### config.mk
export PLATFORM = sky130hd
export DESIGN_NAME = instr_fetch
export DESIGN_NICKNAME = d
export VERILOG_FILES = /design/src/rtl/instr_fetch.sv
export SDC_FILE = /design/constraint.sdc
export NUM_CORES = 1
export LEC_CHECK = 0
export ABC_AREA = 1
export BUFFER_PORTS_ARGS = -buffer_cell sky130_fd_sc_hd__buf_2
export CAP_MARGIN = 5
export CELL_PAD_IN_SITES_DETAIL_PLACEMENT = 1
export CELL_PAD_IN_SITES_GLOBAL_PLACEMENT = 1
export CORE_MARGIN = 2
export CORE_UTILIZATION = 25
export DETAILED_ROUTE_END_ITERATION = 12
export PLACE_DENSITY_LB_ADDON = 0.08
export SLEW_MARGIN = 20
export SYNTH_ARGS = -nofsm -noshare
export SYNTH_HDL_FRONTEND = slang
export SYNTH_SLANG_ARGS = --single-unit
export TNS_END_PERCENT = 30
### constraint.sdc
create_clock -name CLK -period 1.6 [get_ports CLK]
set_clock_uncertainty 0.2 [all_clocks]
set_input_delay 0.16 -clock CLK [delete_from_list [all_inputs] [get_ports CLK]]
set_output_delay 0.16 -clock CLK [all_outputs]
set_load 0.05 [all_outputs]
### src/rtl/instr_fetch.sv
// instr_fetch: PC/fetch sequencer for a synchronous ROM with branch squash and halt.
// Optional retire counter enabled by defining INSTR_FETCH_COUNT_EN.
module instr_fetch (
  input  logic        CLK,
  input  logic        Reset,
  input  logic        Start,
  input  logic [9:0]  StartAddr,
  output logic [9:0]  InstrAddr,
  input  logic [8:0]  InstrData,
  output logic [2:0]  Opcode,
  output logic [2:0]  Funct,
  output logic [2:0]  Operand,
  output logic        Valid,
  input  logic        Branch,
  input  logic        BranchCond,
  input  logic        Zero,
  input  logic [9:0]  BranchTarget,
  input  logic        Halt,
  output logic        Done,
  output logic [15:0] InstrCount
);
  typedef enum logic [1:0] {IDLE, RUN, HALTED} state_t;
  state_t state, stateNext;
  logic [9:0] pc, pcNext;
  logic valid, validNext, taken;
  assign taken = valid & (Branch | (BranchCond & Zero));
  always_comb begin
    stateNext = state;
    pcNext = pc;
    validNext = 1'b0;
    if (state == RUN) begin
      if (valid & Halt) stateNext = HALTED;
      else if (taken) pcNext = BranchTarget;
      else begin
        pcNext = pc + 10'd1;
        validNext = 1'b1;
      end
    end else if (Start) begin
      stateNext = RUN;
      pcNext = StartAddr;
    end
  end
  always_ff @(posedge CLK) begin
    if (Reset) begin
      state <= IDLE;
      pc <= '0;
      valid <= 1'b0;
    end else begin
      state <= stateNext;
      pc <= pcNext;
      valid <= validNext;
    end
  end
  assign InstrAddr = pc;
  assign Valid = valid;
  assign Done = state == HALTED;
  assign Opcode = valid ? InstrData[8:6] : 3'b010;
  assign Funct = valid ? InstrData[2:0] : 3'b111;
  assign Operand = valid ? InstrData[5:3] : 3'b000;
`ifdef INSTR_FETCH_COUNT_EN
  logic [15:0] count;
  logic retire, restart;
  assign retire = valid & ~Halt & (state == RUN);
  assign restart = Start & (state != RUN);
  always_ff @(posedge CLK) begin
    if (Reset || restart) count <= '0;
    else if (retire && count != 16'hFFFF) count <= count + 16'd1;
  end
  assign InstrCount = count;
`else
  assign InstrCount = '0;
`endif
endmodule

==> flow_metrics.tcl <==
set metrics [dict create \
    drt.antenna.violating_nets 0 \
    cp.arrival_ps 1160 \
    min_period_ps 1520 \
    ys_ff_latch 13 \
    yosys_warnings 0 \
    grt_pass1_vias 1227 \
    synth_top_cell_by_area "dfxtp_1" \
    die-area_um2 4900 \
    startpoint_type "flop" \
    synth-async-reset-ratio 0 \
    total_leakage_power_nw 0.837 \
    synth.most_common_cell "nand2_1" \
    hpwlAfterDp_mm 2.83 \
    antenna_found_initial 0 \
    wirelength_mm 3.61 \
    synth_top_area_share 0.239 \
    core_um2 4260 \
    cts_root_buf "clkbuf_8" \
    crit_type "flop to primary output" \
    hold_viol_final 0 \
    r2r-start "InstrAddr[0]" \
    start_util 0.256 \
    via_count 1270 \
    synthTopCellsByArea "dfxtp_1, buf_4, a21oi_1, nand2_1, inv_1" \
    grt_start_max_net_pins 20 \
    cts_sinks 13 \
    die_w_um 70.0 \
    min_path_type "input port to flop" \
    drt-wirelength-per-cell_um 12.4 \
    drv_cap 0 \
    die_h_um 70.0 \
    drive_gt1_frac 0.372 \
    drt_iter0_drc 36 \
    clkLatencyLatePin_ps 240 \
    post-route-cell-area_um2 1490 \
    clk_pin_slew_ps 60 \
    io_pins 73 \
    fillers 581 \
    tns_ps 0 \
    syn_area_per_cell_um2 6.30 \
    finalPower_w 0.00121 \
    place_congestion 0.831 \
    ys.flop_type "dfxtp_1" \
    synth_common_cells "nand2_1, inv_1, a21oi_1" \
    status "finished clean" \
    drc_errors 0 \
    overflow 0 \
    vias_per_cell 4.36 \
    htreeDepth 1 \
    placed_cell_area_um2 1380 \
    power_per_cell_area_nw_per_um2 814 \
    path_max_fanout 6 \
    crit_path_end_kind "primary output" \
    min_from "StartAddr[5]" \
    dr.pass1.iters 4 \
    area_growth_pct 36.7 \
    grt_use_total 0.145 \
    numPortBuffers 56 \
    fmax_mhz 658 \
    synth_cells 173 \
    fin_hold_ws_ps 2.63 \
    rsz0062_at_grt "no" \
    clockBufferDepth 2 \
    grt_pass1_wl_mm 5.74 \
    setup_viol 0 \
    final_nets 277 \
    final_util 0.349 \
    diodes 0 \
    startpoint "Valid" \
    slew_viol_final 0 \
    rows 24 \
    numCtsBuffers 3 \
    synth-edff-count 0 \
    ys_seq_area_frac 0.239 \
    worst_ir_drop_vdd_mv 0.279 \
    cts_tree "built" \
    cp_data_required_time_ps 1240 \
    period_share 0.950 \
    yosys.cell_types.count 27 \
    synth_area_um2 1090 \
]
-- metrics by stage --
step	std cells	worst slack (ps)
after floorplan	188	-9.35
after global placement	280	200
after detailed placement	280	152
after CTS	287	8.63
after global routing	291	14.3
final	291	80.7
-- what timing repair did --
action / 4_1_cts / 5_1_grt
setup buffers: 0 / 4
hold buffers: 3 / 0
gates resized for setup: 1 / 3
cloned: 0 / 0
endpoints found under the setup margin: 4 / 4
hold endpoints to repair: 4 / 0
-- layout by cell type (no fill, tap or decap), drive strengths merged --
cell type | netlist | layout
clkinv | 1 | 1
inv | 27 | 27
buf | 20 | 64
nor3 | 1 | 1
o211ai | 2 | 2
or2 | 5 | 5
dfxtp | 13 | 13
o21ai | 20 | 20
dlygate4sd3 | 0 | 3
a21oi | 22 | 22
ha | 1 | 1
nand4 | 3 | 3
nand2 | 35 | 35
nand3 | 12 | 12
nor2 | 8 | 8
conb | 1 | 16
xor2 | 1 | 1
clkbuf | 1 | 5
-- critical path, stage by stage (launching register included) --
cell,delay (ps)
dfxtp_4,370
inv_1,70
or2_2,270
buf_2,210
-- sequential cells by signal (all words and copies together) (netlist names) --
signal     flops
state          2
Valid          1
InstrAddr     10
-- final timing paths --
kind	depth (start not counted)	slack (ps)	endpoint
hold / removal	3	3	InstrAddr[5]
setup reg to reg	8	160	InstrAddr[8]
hold reg to reg	2	310	state[1]
setup / recovery	3	80	Opcode[1]
-- layer usage --
metal  global-route usage  vias up  wire [um]
met5                    0        -          0
met1                0.175      571       1580
met2                0.259       42       1790
met3               0.0447        2        236
met4               0.0192        0         11
li1                     -      655          -
-- layout make-up --
cell class,count,area [um^2],area share
multi-input cells,126,623,0.418
repair buffers,68,383,0.257
flip-flops and latches,13,267,0.179
inverters,28,108,0.0722
well taps,52,65.1,0.0437
clock buffers,4,45.0,0.0302
-- kinds of logic after synthesis --
family	Yosys count	synth area share
and+or+nand+nor	64	0.290
buffers and inverters	49	0.241
AOI/OAI and AO/OA	44	0.207
DFF	13	0.239
xor gates and xnor gates	1	0.00804
adders and majority gates	1	0.0115
other	1	0.00344
-- power breakdown --
part | switching [W] | leakage [nW] | internal, W
Clock | 0.000124 | 0.0228 | 0.000176
Sequential | 0.0000473 | 0.109 | 0.000357
Combinational | 0.000365 | 0.705 | 0.000145
Total | 0.000536 | 0.837 | 0.000677
Power figures use the tool's default switching activity.
